===== src/rtl/cpu_ctrl_pkg.sv =====
// cpu_ctrl_pkg: shared definitions for the multi-cycle CPU controller.
//   - state_t : 5-bit FSM state codes (also exported on the debug state port)
//   - opcode / op field constants of the 16-bit instruction word
//   - nsel / vsel / pcsel select codes
//   - ctrl_t  : bundle of datapath/memory control strobes
//   - branch_taken(): condition evaluation against {Z,N,V}
package cpu_ctrl_pkg;

  typedef enum logic [4:0] {
    S_RST   = 5'd0,
    S_IF1   = 5'd1,
    S_IF2   = 5'd2,
    S_DEC   = 5'd3,
    S_WIMM  = 5'd4,
    S_RDA   = 5'd5,
    S_RDB   = 5'd6,
    S_EXE   = 5'd7,
    S_WB    = 5'd8,
    S_ADDR  = 5'd9,
    S_MADDR = 5'd10,
    S_LD1   = 5'd11,
    S_LD2   = 5'd12,
    S_STB   = 5'd13,
    S_STC   = 5'd14,
    S_ST    = 5'd15,
    S_BR    = 5'd16,
    S_HALT  = 5'd17
  } state_t;

  localparam logic [2:0] OPC_BR   = 3'b001;
  localparam logic [2:0] OPC_LDR  = 3'b011;
  localparam logic [2:0] OPC_STR  = 3'b100;
  localparam logic [2:0] OPC_ALU  = 3'b101;
  localparam logic [2:0] OPC_MOV  = 3'b110;
  localparam logic [2:0] OPC_HALT = 3'b111;

  localparam logic [1:0] OP_ADD     = 2'b00;
  localparam logic [1:0] OP_CMP     = 2'b01;
  localparam logic [1:0] OP_AND     = 2'b10;
  localparam logic [1:0] OP_MVN     = 2'b11;
  localparam logic [1:0] OP_MOV_REG = 2'b00;
  localparam logic [1:0] OP_MOV_IMM = 2'b10;
  localparam logic [1:0] OP_MEM     = 2'b00;
  localparam logic [1:0] OP_BCOND   = 2'b00;

  localparam logic [1:0] NSEL_RN = 2'b00;
  localparam logic [1:0] NSEL_RD = 2'b01;
  localparam logic [1:0] NSEL_RM = 2'b10;

  localparam logic [1:0] VSEL_MDATA = 2'b00;
  localparam logic [1:0] VSEL_IMM   = 2'b01;
  localparam logic [1:0] VSEL_PC    = 2'b10;
  localparam logic [1:0] VSEL_C     = 2'b11;

  localparam logic [1:0] PCSEL_INC  = 2'b00;
  localparam logic [1:0] PCSEL_ZERO = 2'b01;
  localparam logic [1:0] PCSEL_BR   = 2'b10;

  typedef struct packed {
    logic [1:0] nsel;
    logic [1:0] vsel;
    logic [1:0] pcsel;
    logic       loada;
    logic       loadb;
    logic       loadc;
    logic       loads;
    logic       write;
    logic       asel;
    logic       bsel;
    logic       loadpc;
    logic       msel;
    logic       load_addr;
    logic       mem_req;
    logic       mem_we;
    logic       loadir;
  } ctrl_t;

  // status = {Z,N,V}
  function automatic logic branch_taken(input logic [2:0] cond, input logic [2:0] status);
    logic z, n, v;
    z = status[2];
    n = status[1];
    v = status[0];
    case (cond)
      3'b000:  return 1'b1;
      3'b001:  return z;
      3'b010:  return !z;
      3'b011:  return n ^ v;
      3'b100:  return (n ^ v) | z;
      default: return 1'b0;
    endcase
  endfunction

endpackage


===== src/rtl/cpu_ctrl_if.sv =====
// cpu_ctrl_if: bundle between the controller and the rest of the core.
//   Decode inputs : opcode[2:0], op[1:0], cond[2:0], status[2:0] {Z,N,V}
//   Memory        : mem_ready (in), mem_req, mem_we, msel, load_addr (out)
//   Datapath      : nsel, vsel, loada/b/c, loads, write, asel, bsel
//   PC / IR       : loadpc, pcsel, loadir
//   Status        : halted, bus_err, state[4:0]
// modport master = controller side, modport slave = datapath/memory side.
interface cpu_ctrl_if;
  logic [2:0] opcode;
  logic [1:0] op;
  logic [2:0] cond;
  logic [2:0] status;
  logic       mem_ready;

  logic [1:0] nsel;
  logic [1:0] vsel;
  logic       loada;
  logic       loadb;
  logic       loadc;
  logic       loads;
  logic       write;
  logic       asel;
  logic       bsel;
  logic       loadpc;
  logic [1:0] pcsel;
  logic       msel;
  logic       load_addr;
  logic       mem_req;
  logic       mem_we;
  logic       loadir;
  logic       halted;
  logic       bus_err;
  logic [4:0] state;

  modport master (
    input  opcode, op, cond, status, mem_ready,
    output nsel, vsel, loada, loadb, loadc, loads, write, asel, bsel,
           loadpc, pcsel, msel, load_addr, mem_req, mem_we, loadir,
           halted, bus_err, state
  );

  modport slave (
    output opcode, op, cond, status, mem_ready,
    input  nsel, vsel, loada, loadb, loadc, loads, write, asel, bsel,
           loadpc, pcsel, msel, load_addr, mem_req, mem_we, loadir,
           halted, bus_err, state
  );
endinterface


===== src/rtl/cpu_mem_wait_timer.sv =====
// cpu_mem_wait_timer: counts memory wait cycles for the controller.
//   clk, reset : clock, synchronous active-high reset
//   clear      : zero the count (asserted on every state change, so the
//                count starts at 0 on entry to a wait state)
//   waiting    : in a wait state with mem_ready low; advances the count
//   expired    : count has reached TIMEOUT (never asserted when TIMEOUT=0)
// CNT_W must satisfy 2**CNT_W > TIMEOUT.
module cpu_mem_wait_timer #(
  parameter int TIMEOUT = 15,
  parameter int CNT_W   = 4
) (
  input  logic clk,
  input  logic reset,
  input  logic clear,
  input  logic waiting,
  output logic expired
);

  logic [CNT_W-1:0] r_cnt;

  always_ff @(posedge clk) begin
    if (reset || clear) begin
      r_cnt <= '0;
    end else if (waiting) begin
      r_cnt <= r_cnt + CNT_W'(1);
    end
  end

  assign expired = (TIMEOUT != 0) && (r_cnt == CNT_W'(TIMEOUT));

endmodule


===== src/rtl/cpu_ctrl_fsm.sv =====
// cpu_ctrl_fsm: Moore multi-cycle controller for the 16-bit RISC core.
// Fetches through a ready-handshaked memory port, decodes {opcode,op} and
// sequences register-file/ALU strobes; LDR/STR, HALT and bus timeout.
// Ports:
//   clk, reset : clock, synchronous active-high reset
//   bus        : cpu_ctrl_if.master (decode inputs, memory handshake,
//                datapath/PC/IR strobes, halted, bus_err, debug state)
// Parameters:
//   TIMEOUT : max memory wait cycles before bus_err (0 disables)
//   CNT_W   : wait counter width, 2**CNT_W > TIMEOUT
// Build option:
//   CPU_CTRL_BRANCH_EN : enables conditional branches (opcode 001, op 00);
//                        when undefined that code is a NOP.
module cpu_ctrl_fsm #(
  parameter int TIMEOUT = 15,
  parameter int CNT_W   = 4
) (
  input  logic       clk,
  input  logic       reset,
  cpu_ctrl_if.master bus
);
  import cpu_ctrl_pkg::*;

  state_t r_state;
  state_t w_next;
  logic   r_bus_err;
  logic   w_wait_state;
  logic   w_expired;
  logic   w_timeout;
  ctrl_t  w_ctrl;

  assign w_wait_state = (r_state == S_IF1) || (r_state == S_LD1) || (r_state == S_ST);
  // mem_ready in the expiry cycle wins over the timeout
  assign w_timeout    = w_wait_state && !bus.mem_ready && w_expired;

  cpu_mem_wait_timer #(
    .TIMEOUT (TIMEOUT),
    .CNT_W   (CNT_W)
  ) u_timer (
    .clk     (clk),
    .reset   (reset),
    .clear   (w_next != r_state),
    .waiting (w_wait_state && !bus.mem_ready),
    .expired (w_expired)
  );

  always_ff @(posedge clk) begin
    if (reset) begin
      r_state   <= S_RST;
      r_bus_err <= 1'b0;
    end else begin
      r_state <= w_next;
      if (w_timeout) begin
        r_bus_err <= 1'b1;
      end
    end
  end

  always_comb begin
    w_next = r_state;
    case (r_state)
      S_RST:  w_next = S_IF1;
      S_IF1: begin
        if (bus.mem_ready)  w_next = S_IF2;
        else if (w_expired) w_next = S_HALT;
      end
      S_IF2:  w_next = S_DEC;
      S_DEC: begin
        case (bus.opcode)
          OPC_MOV: begin
            if (bus.op == OP_MOV_IMM)      w_next = S_WIMM;
            else if (bus.op == OP_MOV_REG) w_next = S_RDB;
            else                           w_next = S_IF1;
          end
          OPC_ALU:  w_next = (bus.op == OP_MVN) ? S_RDB : S_RDA;
          OPC_LDR:  w_next = (bus.op == OP_MEM) ? S_RDA : S_IF1;
          OPC_STR:  w_next = (bus.op == OP_MEM) ? S_RDA : S_IF1;
          OPC_HALT: w_next = S_HALT;
`ifdef CPU_CTRL_BRANCH_EN
          OPC_BR:   w_next = (bus.op == OP_BCOND) ? S_BR : S_IF1;
`endif
          default:  w_next = S_IF1;
        endcase
      end
      S_WIMM: w_next = S_IF1;
      S_RDA:  w_next = ((bus.opcode == OPC_LDR) || (bus.opcode == OPC_STR)) ? S_ADDR : S_RDB;
      S_RDB:  w_next = S_EXE;
      S_EXE:  w_next = ((bus.opcode == OPC_ALU) && (bus.op == OP_CMP)) ? S_IF1 : S_WB;
      S_WB:   w_next = S_IF1;
      S_ADDR: w_next = S_MADDR;
      S_MADDR: w_next = (bus.opcode == OPC_LDR) ? S_LD1 : S_STB;
      S_LD1: begin
        if (bus.mem_ready)  w_next = S_LD2;
        else if (w_expired) w_next = S_HALT;
      end
      S_LD2:  w_next = S_IF1;
      S_STB:  w_next = S_STC;
      S_STC:  w_next = S_ST;
      S_ST: begin
        if (bus.mem_ready)  w_next = S_IF1;
        else if (w_expired) w_next = S_HALT;
      end
      S_BR:   w_next = S_IF1;
      S_HALT: w_next = S_HALT;
      default: w_next = S_RST;
    endcase
  end

  always_comb begin
    w_ctrl = '0;
    case (r_state)
      S_RST: begin
        w_ctrl.loadpc = 1'b1;
        w_ctrl.pcsel  = PCSEL_ZERO;
      end
      S_IF1: w_ctrl.mem_req = 1'b1;
      S_IF2: begin
        w_ctrl.loadir = 1'b1;
        w_ctrl.loadpc = 1'b1;
        w_ctrl.pcsel  = PCSEL_INC;
      end
      S_WIMM: begin
        w_ctrl.nsel  = NSEL_RN;
        w_ctrl.vsel  = VSEL_IMM;
        w_ctrl.write = 1'b1;
      end
      S_RDA: begin
        w_ctrl.nsel  = NSEL_RN;
        w_ctrl.loada = 1'b1;
      end
      S_RDB: begin
        w_ctrl.nsel  = NSEL_RM;
        w_ctrl.loadb = 1'b1;
      end
      S_EXE: begin
        // MOV-reg and MVN pass B through with a zero A operand
        w_ctrl.asel = (bus.opcode == OPC_MOV) ||
                      ((bus.opcode == OPC_ALU) && (bus.op == OP_MVN));
        if ((bus.opcode == OPC_ALU) && (bus.op == OP_CMP)) w_ctrl.loads = 1'b1;
        else                                               w_ctrl.loadc = 1'b1;
      end
      S_WB: begin
        w_ctrl.nsel  = NSEL_RD;
        w_ctrl.vsel  = VSEL_C;
        w_ctrl.write = 1'b1;
      end
      S_ADDR: begin
        w_ctrl.bsel  = 1'b1;
        w_ctrl.loadc = 1'b1;
      end
      S_MADDR: w_ctrl.load_addr = 1'b1;
      S_LD1: begin
        w_ctrl.msel    = 1'b1;
        w_ctrl.mem_req = 1'b1;
      end
      S_LD2: begin
        w_ctrl.nsel  = NSEL_RD;
        w_ctrl.vsel  = VSEL_MDATA;
        w_ctrl.write = 1'b1;
      end
      S_STB: begin
        w_ctrl.nsel  = NSEL_RD;
        w_ctrl.loadb = 1'b1;
      end
      S_STC: begin
        w_ctrl.asel  = 1'b1;
        w_ctrl.loadc = 1'b1;
      end
      S_ST: begin
        w_ctrl.msel    = 1'b1;
        w_ctrl.mem_req = 1'b1;
        w_ctrl.mem_we  = 1'b1;
      end
`ifdef CPU_CTRL_BRANCH_EN
      S_BR: begin
        if (branch_taken(bus.cond, bus.status)) begin
          w_ctrl.loadpc = 1'b1;
          w_ctrl.pcsel  = PCSEL_BR;
        end
      end
`endif
      default: ;
    endcase
  end

`ifndef CPU_CTRL_BRANCH_EN
  logic w_unused_branch;
  assign w_unused_branch = ^{bus.cond, bus.status};
`endif

  assign bus.nsel      = w_ctrl.nsel;
  assign bus.vsel      = w_ctrl.vsel;
  assign bus.pcsel     = w_ctrl.pcsel;
  assign bus.loada     = w_ctrl.loada;
  assign bus.loadb     = w_ctrl.loadb;
  assign bus.loadc     = w_ctrl.loadc;
  assign bus.loads     = w_ctrl.loads;
  assign bus.write     = w_ctrl.write;
  assign bus.asel      = w_ctrl.asel;
  assign bus.bsel      = w_ctrl.bsel;
  assign bus.loadpc    = w_ctrl.loadpc;
  assign bus.msel      = w_ctrl.msel;
  assign bus.load_addr = w_ctrl.load_addr;
  assign bus.mem_req   = w_ctrl.mem_req;
  assign bus.mem_we    = w_ctrl.mem_we;
  assign bus.loadir    = w_ctrl.loadir;
  assign bus.halted    = (r_state == S_HALT);
  assign bus.bus_err   = r_bus_err;
  assign bus.state     = r_state;

endmodule


===== src/flat_wrapper.sv =====
// flat-port wrapper written by rule: the top's interface ports become plain ports
module cpu_ctrl_fsm_flat import cpu_ctrl_pkg::*;
#(
  parameter int TIMEOUT = 15,
  parameter int CNT_W   = 4
)
  (clk, reset, bus_opcode, bus_op, bus_cond, bus_status, bus_mem_ready, bus_nsel, bus_vsel, bus_loada, bus_loadb, bus_loadc, bus_loads, bus_write, bus_asel, bus_bsel, bus_loadpc, bus_pcsel, bus_msel, bus_load_addr, bus_mem_req, bus_mem_we, bus_loadir, bus_halted, bus_bus_err, bus_state);
  cpu_ctrl_if bus_i ();
  input  logic clk;
  input  logic reset;
  input wire logic [$bits(bus_i.opcode)-1:0] bus_opcode;
  input wire logic [$bits(bus_i.op)-1:0] bus_op;
  input wire logic [$bits(bus_i.cond)-1:0] bus_cond;
  input wire logic [$bits(bus_i.status)-1:0] bus_status;
  input wire logic [$bits(bus_i.mem_ready)-1:0] bus_mem_ready;
  output wire logic [$bits(bus_i.nsel)-1:0] bus_nsel;
  output wire logic [$bits(bus_i.vsel)-1:0] bus_vsel;
  output wire logic [$bits(bus_i.loada)-1:0] bus_loada;
  output wire logic [$bits(bus_i.loadb)-1:0] bus_loadb;
  output wire logic [$bits(bus_i.loadc)-1:0] bus_loadc;
  output wire logic [$bits(bus_i.loads)-1:0] bus_loads;
  output wire logic [$bits(bus_i.write)-1:0] bus_write;
  output wire logic [$bits(bus_i.asel)-1:0] bus_asel;
  output wire logic [$bits(bus_i.bsel)-1:0] bus_bsel;
  output wire logic [$bits(bus_i.loadpc)-1:0] bus_loadpc;
  output wire logic [$bits(bus_i.pcsel)-1:0] bus_pcsel;
  output wire logic [$bits(bus_i.msel)-1:0] bus_msel;
  output wire logic [$bits(bus_i.load_addr)-1:0] bus_load_addr;
  output wire logic [$bits(bus_i.mem_req)-1:0] bus_mem_req;
  output wire logic [$bits(bus_i.mem_we)-1:0] bus_mem_we;
  output wire logic [$bits(bus_i.loadir)-1:0] bus_loadir;
  output wire logic [$bits(bus_i.halted)-1:0] bus_halted;
  output wire logic [$bits(bus_i.bus_err)-1:0] bus_bus_err;
  output wire logic [$bits(bus_i.state)-1:0] bus_state;
  assign bus_i.opcode = bus_opcode;
  assign bus_i.op = bus_op;
  assign bus_i.cond = bus_cond;
  assign bus_i.status = bus_status;
  assign bus_i.mem_ready = bus_mem_ready;
  assign bus_nsel = bus_i.nsel;
  assign bus_vsel = bus_i.vsel;
  assign bus_loada = bus_i.loada;
  assign bus_loadb = bus_i.loadb;
  assign bus_loadc = bus_i.loadc;
  assign bus_loads = bus_i.loads;
  assign bus_write = bus_i.write;
  assign bus_asel = bus_i.asel;
  assign bus_bsel = bus_i.bsel;
  assign bus_loadpc = bus_i.loadpc;
  assign bus_pcsel = bus_i.pcsel;
  assign bus_msel = bus_i.msel;
  assign bus_load_addr = bus_i.load_addr;
  assign bus_mem_req = bus_i.mem_req;
  assign bus_mem_we = bus_i.mem_we;
  assign bus_loadir = bus_i.loadir;
  assign bus_halted = bus_i.halted;
  assign bus_bus_err = bus_i.bus_err;
  assign bus_state = bus_i.state;
  cpu_ctrl_fsm #(.TIMEOUT(TIMEOUT), .CNT_W(CNT_W)) u_core (.clk(clk), .reset(reset), .bus(bus_i));
endmodule

===== config.mk =====
export PLATFORM = sky130hd
export DESIGN_NAME = cpu_ctrl_fsm_flat
export DESIGN_NICKNAME = d
export VERILOG_FILES = /design/src/rtl/cpu_ctrl_pkg.sv /design/src/rtl/cpu_ctrl_if.sv /design/src/rtl/cpu_mem_wait_timer.sv /design/src/rtl/cpu_ctrl_fsm.sv /design/src/flat_wrapper.sv
export SDC_FILE = /design/constraint.sdc
export NUM_CORES = 1
export LEC_CHECK = 0
export BUFFER_PORTS_ARGS = -buffer_cell sky130_fd_sc_hd__buf_4
export CORE_ASPECT_RATIO = 1.1
export CORE_MARGIN = 4
export CORE_UTILIZATION = 48
export DETAILED_ROUTE_END_ITERATION = 8
export GPL_TIMING_DRIVEN = 1
export PLACE_DENSITY = 0.87
export SETUP_SLACK_MARGIN = 0.3
export SLEW_MARGIN = 20
export SYNTH_ARGS = -nofsm -noshare
export SYNTH_HDL_FRONTEND = slang
export SYNTH_HIERARCHICAL = 1
export SYNTH_SLANG_ARGS = --single-unit

===== constraint.sdc =====
create_clock -name clk -period 2.7 [get_ports clk]
set_clock_uncertainty 0.05 [all_clocks]
set_input_delay 0.54 -clock clk [delete_from_list [all_inputs] [get_ports clk]]
set_output_delay 0.54 -clock clk [all_outputs]
set_load 0.05 [all_outputs]

==> run metrics, run 1 <==
CTS root buffer=clkbuf_4; Crit. End Element=output pin; Die Ht=56.6 um; Routed WL per cell=18.2 um; Max Transition Viols Final=0; IO Port Bufs=32; Post-synth EDFFs=0; Layout area overhead=53.3%; CTS clk-pin slew, worst paths=0.07 ns; DR vias/cell=6.23; Cell Chain, Critical Path=buf_4 -> nand2b_2 -> buf_6 -> nor3_4 -> a21oi_2 -> inv_1 -> buf_4; Final Cycle Share=88.1%; hold crit path type=reg -> reg; initial antenna violation count=0; Finish-stage setup viols=0; Iter 0 DRT Violations=45; Critical Path Fanout Max=11; CTS HTree Levels=1; DR DRC count=0; clk_lat worst skew=0.26 ns; Total GRT Usage=24.7%; Overflow after GRT=0; Final Net Count=196; power density of the placed cells=308 mW/mm2; final setup TNS=0 ns; most frequent cells in the layout=43 x buf_4, 11 x nor2_1, 8 x nand2_1; HPWL after DPL=2370 um; # clock sinks=10; most used cell, CP=buf_4; slew at the pin closest to its max-slew limit=0.691 ns; Initial Utilization=51.0%; global-route wire length before repair=5640 um; multiplexer share of the synthesized area=3.40%; largest family of logic cells by synthesized area=simple AND/OR/NAND/NOR gates; commonest non-fill, non-tap cell in the layout=buf_4; delay-heaviest family, CP=buffers and inverters; WP buf/inv=4; Leakage=0.634 nW; Arrival @ worst endpoint=1.79 ns; Rel. slew slack=53.8%; unrepaired setup endpoints after global routing=yes; Die Area=0.00295 mm2; drt pass-1 iters=4; row cnt=17; status=finished clean; syn_nets=158; CTS tree=done; adder-cell share of the synthesized area=1.22%; CTS Buf Count=3; ys async rst share=0%; Synth Area in Compound Gates=22.7%; core box area=0.00202 mm2; # IOs=40; Fmax=0.420 GHz; mapped cell area=0.00103 mm2; Fillers=140; dpl cells=197; Mapped Cells=143; final WL=3780 um; Worst EP required=2.11 ns; Ant. Diodes=0; Synth Area in XOR/XNOR=1.70%; final antenna-violating net count=0; Max rail drop VDD=0.288 mV; slowest stage cell, crit path=dfxtp_4; kind of critical path=reg -> out; largest net degree at the start of global routing=21; crit start category=flip-flop; Max-cap violations=0; layout cells sized above 1=50.6%; non-filler cells, final=208; yosys warns=6; Synth Area per Inst=7.20 um2; Yosys reg bits=10; Netlist cell types=49; gpl congestion=0.886; Final Hold Fails=0; maximum clock path buffer count=2; ys flop type=dfxtp_1; vias in the first global route=1263; Tmin final=2.38 ns; sequential area share after synthesis=19.4%; crit-path max cell delay=0.39 ns; vias post-DR=1295; Synth Area in Simple Gates=42.5%; die width=52.2 um
[power by group]
group          switching, mW  leakage (nW)  internal, mW
clock network         0.0520        0.0210        0.0819
registers            0.00897        0.0857         0.149
logic                  0.122         0.528        0.0717
[area by class of cell]
class | count | area, um2 | area share (%)
tap | 28 | 35.0 | 2.22
multi-input combinational | 115 | 918 | 58.2
sequential | 10 | 221 | 14.0
clock buffer | 4 | 36.3 | 2.30
timing repair buffer | 45 | 345 | 21.9
inverter | 6 | 22.5 | 1.43
[metrics by stage]
| stage | cell area [um2] | hold WS (ns) | utilization (%) | setup slack [ns] | power [mW] |
|---|---|---|---|---|---|
| 2_1_floorplan | 1140 | 0.457 | - | 0.0957 | 0.283 |
| 3_3_place_gp | 1390 | 0.409 | 68.7 | 0.199 | 0.319 |
| 4_1_cts | 1470 | 0.430 | 72.9 | 0.297 | 0.475 |
| 5_1_grt | 1580 | 0.461 | 78.1 | 0.252 | 0.509 |
| 6_report | 1580 | 0.440 | 78.1 | 0.320 | 0.486 |
| 3_5_place_dp | 1390 | 0.430 | 68.7 | 0.126 | 0.324 |
[path summary, 6_finish.rpt]
kind	cells after the start	slack (ns)	end	from
min	2	0.44	u_core/bus.bus_err	u_core/bus.bus_err
max reg2reg	7	0.35	u_core/u_timer/r_cnt[2]	u_core/bus.state[0]
max	7	0.32	bus_loadc	u_core/bus.state[4]
min reg2reg	2	0.44	u_core/bus.bus_err	u_core/bus.bus_err
[layer usage]
| metal | share of wire [%] | track usage [%] |
|---|---|---|
| met5 | 0 | 0 |
| met4 | 5.4 | 19.3 |
| met3 | 6.2 | 2.65 |
| met2 | 52 | 40.4 |
| met1 | 37 | 28.2 |
[state kept, by name (all words and copies together) (netlist names)]
| name | count |
|---|---|
| u_core/u_timer/r_cnt | 4 |
| u_core/bus.bus_err | 1 |
| u_core/bus.state | 5 |
[Yosys cell counts (3+ instances only)]
library cell / n / share of area, %
nor2_1: 12 / 4.4
buf_4: 3 / 2.2
nand2b_1: 7 / 4.3
nand2_1: 9 / 3.3
inv_1: 6 / 2.2
dfxtp_1: 10 / 19
o21ai_0: 4 / 1.9
nor3_1: 13 / 6.3
a21oi_1: 9 / 4.4
clkbuf_1: 5 / 1.8
nor4_1: 6 / 3.6
nand3b_1: 3 / 2.2
or3_1: 4 / 2.4
and3_1: 3 / 1.8
nor3b_1: 4 / 2.9
[repair_timing]
action / in CTS / in global routing
endpoints found under the setup margin: 4 / 8
pin swaps: 2 / 0
hold buffers: 0 / 0
setup buffers: 5 / 2
gates resized for setup: 3 / 23
[worst register-to-register path, delay by kind of cell, from the launching register on]
kind | cells | cell delay [ns]
AOI/OAI and AO/OA | 3 | 0.43
DFF | 1 | 0.38
and+or+nand+nor | 4 | 1.42
[kinds of logic (layout without fill, tap and decap cells)]
family                   after synthesis  in the layout
AND/OR/NAND/NOR                       76             76
AO/OA/AOI/OAI                         32             32
flip-flops                            10             10
multiplexers                           3              3
other                                  1              1
buffers and inverters                 18             55
XOR/XNOR                               2              2
adder cells (fa/ha/maj)                1              1
(Power assumes the default switching activity.)
==> run 2: changes to the inputs <==
REMOVE_ABC_BUFFERS = 1   (was not set)
==> run metrics, run 2 (same netlist as run 1, synthesis figures left out) <==
Cell Chain, Critical Path=ha_4 -> and3_4 -> nor4_4 -> buf_4 -> nor4_4 -> a31oi_1 -> or4_4 -> nor3_1 -> mux2_4; Initial Utilization=51.0%; Die Ht=56.6 um; IO Port Bufs=32; Arrival @ worst endpoint=2.61 ns; core box area=0.00202 mm2; Routed WL per cell=19.8 um; Tmin final=2.44 ns; Overflow after GRT=0; dpl cells=204; most used cell, CP=nor4_4; Multi-input gate area=842 um2; slew at the pin closest to its max-slew limit=0.643 ns; CTS root buffer=clkbuf_4; placed cell area=0.00134 mm2; Layout area overhead=50.7%; Worst EP required=2.87 ns; Critical Path Source=u_core/u_timer/r_cnt[0]; final setup TNS=0 ns; vias in the first global route=1312; Final Cycle Share=90.4%; Finish-stage setup viols=0; Ant. Diodes=0; Fillers=116; Crit Reg-Reg Endpoint=u_core/u_timer/r_cnt[3]; Iter 0 DRT Violations=129; Max-cap violations=0; WHS Path Cells=2; largest net degree at the start of global routing=19; final antenna-violating net count=0; Max rail drop VDD=0.307 mV; # clock sinks=10; most frequent cells in the layout=51 x buf_4, 12 x nor3_1, 11 x nor2_1; Crit. End Element=flip-flop; Fmax=0.410 GHz; sw frac=37.7%; Fin Hold WS=0.436 ns; CTS HTree Levels=1; initial antenna violation count=0; DR DRC count=0; Die Area=0.00295 mm2; post-cts hold buffer count=0; R2R depth=9; Rel. slew slack=57.0%; DR vias/cell=6.68; total power=0.497 mW; commonest non-fill, non-tap cell in the layout=buf_4; gpl congestion=0.940; Total GRT Usage=27.2%; CTS clk-pin slew, worst paths=0.07 ns; slowest stage cell, crit path=or4_4; unrepaired setup endpoints after global routing=no; global-route wire length before repair=6270 um; non-filler cells, final=216; crit-path max cell delay=0.45 ns; Psw=0.188 mW; CTS Buf Count=3; die width=52.2 um; drt pass-1 iters=5; FF+latch area=216 um2; final WL=4280 um; Max Transition Viols Final=0; # IOs=40; max reg flops=5; kind of critical path=reg -> reg; status=finished clean; row cnt=17; Final Net Count=204; reg2reg setup slack=0.26 ns; CTS tree=done; Leakage=0.648 nW; power density of the placed cells=321 mW/mm2; Hold EP=u_core/bus.bus_err; clk_lat worst skew=0.27 ns; Comb power frac=40.7%; critical register-to-register path startpoint=u_core/u_timer/r_cnt[0]; Clk pwr share=27.6%; Reg power frac=31.7%; Power Internal=0.310 mW; Critical Path Fanout Max=3; Hold Startpoint=u_core/bus.bus_err; maximum clock path buffer count=2; HPWL after DPL=2470 um; Final Hold Fails=0; vias post-DR=1443; layout cells sized above 1=45.7%; final instance area=0.00155 mm2; crit start category=flip-flop; hold crit path type=reg -> reg
## run 2: cell type report
| type | instances | share of cell area (%) |
|---|---|---|
| Inverter | 6 | 1.45 |
| Sequential cell | 10 | 14.0 |
| Clock buffer | 4 | 2.34 |
| Multi-Input combinational cell | 115 | 54.3 |
| Tap cell | 28 | 2.26 |
| Timing Repair Buffer | 53 | 25.7 |
## run 2: routing by layer
metal	wire [um]	track usage [%]	part of all wire [%]	vias up
met5	0	0	0	-
met4	290	11.3	6.8	0
met3	524	6.63	12	38
met2	1930	44.0	45	135
met1	1530	33.8	36	653
li1	-	-	-	617
## run 2: power by group through the flow
| stage | sequential (mW) | clock (mW) | combinational [mW] |
|---|---|---|---|
| final | 0.158 | 0.137 | 0.203 |
| after CTS | 0.162 | 0.139 | 0.172 |
| after floorplan | 0.177 | 0 | 0.0879 |
| after global placement | 0.164 | 0 | 0.159 |
| after global routing | 0.158 | 0.150 | 0.212 |
| after detailed placement | 0.164 | 0 | 0.162 |
## run 2: worst max path at each step
stage          slack, ns                      end  cells after the start
6_report            0.26  u_core/u_timer/r_cnt[3]                      9
5_1_grt             0.21  u_core/u_timer/r_cnt[3]                      7
4_1_cts             0.29  u_core/u_timer/r_cnt[3]                      9
3_5_place_dp        0.05  u_core/u_timer/r_cnt[3]                      7
3_3_place_gp        0.19  u_core/u_timer/r_cnt[2]                      7
2_1_floorplan      -0.60              bus_vsel[1]                      2
## run 2: per-stage QoR
stage          util, %  setup slack (ns)
6_report          76.8             0.261
4_1_cts           71.8             0.289
3_5_place_dp      66.1            0.0470
5_1_grt           76.8             0.211
2_1_floorplan        -            -0.602
3_3_place_gp      66.1             0.187
## run 2: what timing repair did
action	CTS	global route
buffers inserted	1	7
pin swaps	1	3
setup endpoints to repair	6	7
resized for setup	19	13
## run 2: critical path, delay by kind of cell (launching register included)
kind / cells / cell delay (ns)
flip-flops: 1 / 0.39
multiplexers: 1 / 0.20
AO/OA/AOI/OAI: 1 / 0.15
buffers and inverters: 1 / 0.15
AND/OR/NAND/NOR: 5 / 1.27
adder cells (fa/ha/maj): 1 / 0.17
==> run 3: changes to the inputs <==
==> constraint.sdc (replaced) <==
create_clock -name clk -period 2.7 [get_ports clk]
set_clock_uncertainty 0.05 [all_clocks]
set_input_delay 0.135 -clock clk [delete_from_list [all_inputs] [get_ports clk]]
set_output_delay 0.135 -clock clk [all_outputs]
set_load 0.05 [all_outputs]
==> run metrics, run 3 (same netlist as run 1, synthesis figures left out) <==
status=finished clean; Layout Utilization=70.2%; placed cell area=0.00133 mm2; Critical Path Fanout Max=3; Clk pwr share=23.0%; gpl congestion=0.948; Crit. End Element=flip-flop; # clock sinks=10; CTS clk-pin slew, worst paths=0.07 ns; Leakage=0.593 nW; Critical Path Source=u_core/u_timer/r_cnt[0]; critical register-to-register path startpoint=u_core/u_timer/r_cnt[0]; Finish-stage setup viols=0; layout cells sized above 1=39.3%; final WL=3190 um; post-cts hold buffer count=0; Final Net Count=195; Overflow after GRT=0; vias post-DR=1244; Final Cycle Share=85.6%; post-CTS setup buffer count=0; final antenna-violating net count=0; Routed WL per cell=15.5 um; non-filler cells, final=206; Iter 0 DRT Violations=60; DR DRC count=0; # IOs=40; Ant. Diodes=0; Comb power frac=40.0%; pre-CTS WS=0.221 ns; row cnt=17; drt pass-1 iters=4; initial antenna violation count=0; max reg flops=5; maximum clock path buffer count=2; DR vias/cell=6.04; vias in the first global route=1083; Reg power frac=37.0%; total power=0.434 mW; HPWL after DPL=2350 um; Fmax=0.433 GHz; IO Port Bufs=32; Die Ht=56.6 um; final instance area=0.00142 mm2; Total GRT Usage=22.1%; Psw=0.164 mW; crit start category=flip-flop; hold crit path type=in -> reg; final setup TNS=0 ns; die width=52.2 um; R2R depth=7; Tmin final=2.31 ns; sw frac=37.9%; Worst EP required=2.85 ns; power density of the placed cells=306 mW/mm2; Initial Utilization=51.0%; Arrival @ worst endpoint=2.46 ns; worst setup path endpoint=u_core/u_timer/r_cnt[2]; Max-cap violations=0; Max Transition Viols Final=0; CTS tree=done; global-route wire length before repair=5160 um; unrepaired setup endpoints after global routing=no; smallest setup slack after layout=0.388 ns; Die Area=0.00295 mm2; reg2reg setup slack=0.39 ns; kind of critical path=reg -> reg; commonest non-fill, non-tap cell in the layout=buf_4; CTS root buffer=clkbuf_4; most frequent cells in the layout=44 x buf_4, 13 x nor3_1, 12 x nor2_1; Crit Reg-Reg Endpoint=u_core/u_timer/r_cnt[2]; Fin Hold WS=0.0461 ns; CTS Buf Count=3; Layout area overhead=37.8%; dpl cells=203; Hold Startpoint=reset; Final Hold Fails=0; Max rail drop VDD=0.325 mV; Power Internal=0.270 mW; largest net degree at the start of global routing=19; CTS HTree Levels=1; core box area=0.00202 mm2; clk_lat worst skew=0.26 ns
run 3: critical path: stages, from the launching register on:
cell and delay, ns:
dfxtp_2 0.34, ha_2 0.19, and3_4 0.19, nor4_2 0.34, and3b_1 0.22, or4_4 0.54, or2_4 0.27, a21oi_1 0.11
run 3: how the worst min path moves through the flow:
stage               cells after the start                   to  slack, ns
floorplan                               1  u_core/bus.state[1]       0.15
global placement                        2  u_core/bus.state[4]       0.31
detailed placement                      2  u_core/bus.state[1]       0.32
CTS                                     2  u_core/bus.state[3]       0.04
global route                            2  u_core/bus.state[3]       0.05
finish                                  2  u_core/bus.state[3]       0.05
run 3: final cells by class:
cell class                 instances  area, um2
sequential                        10        214
timing repair buffer              44        330
clock buffer                       3       22.5
tap                               28       35.0
inverter                           6       22.5
fill                             150        602
multi-input combinational        115        795
run 3: power by group through the flow:
stage                     Sequential [mW]  Combinational [mW]  Clock (mW)
after global routing                0.161               0.186       0.111
after CTS                           0.160               0.163       0.102
final                               0.161               0.174      0.0999
after floorplan                     0.177              0.0879           0
after global placement              0.163               0.159           0
after detailed placement            0.163               0.162           0
run 3: routing by layer:
layer,up-vias,GRT usage (%),share of wire [%]
li1,597,-,-
met1,592,30.2,43
met2,50,37.0,49
met3,5,3.45,7.0
met4,0,3.28,1.2
met5,-,0,0
run 3: timing repair:
item,4_1_cts,5_1_grt
pin swaps,1,2
resized for setup,5,15
setup endpoints to repair,4,4
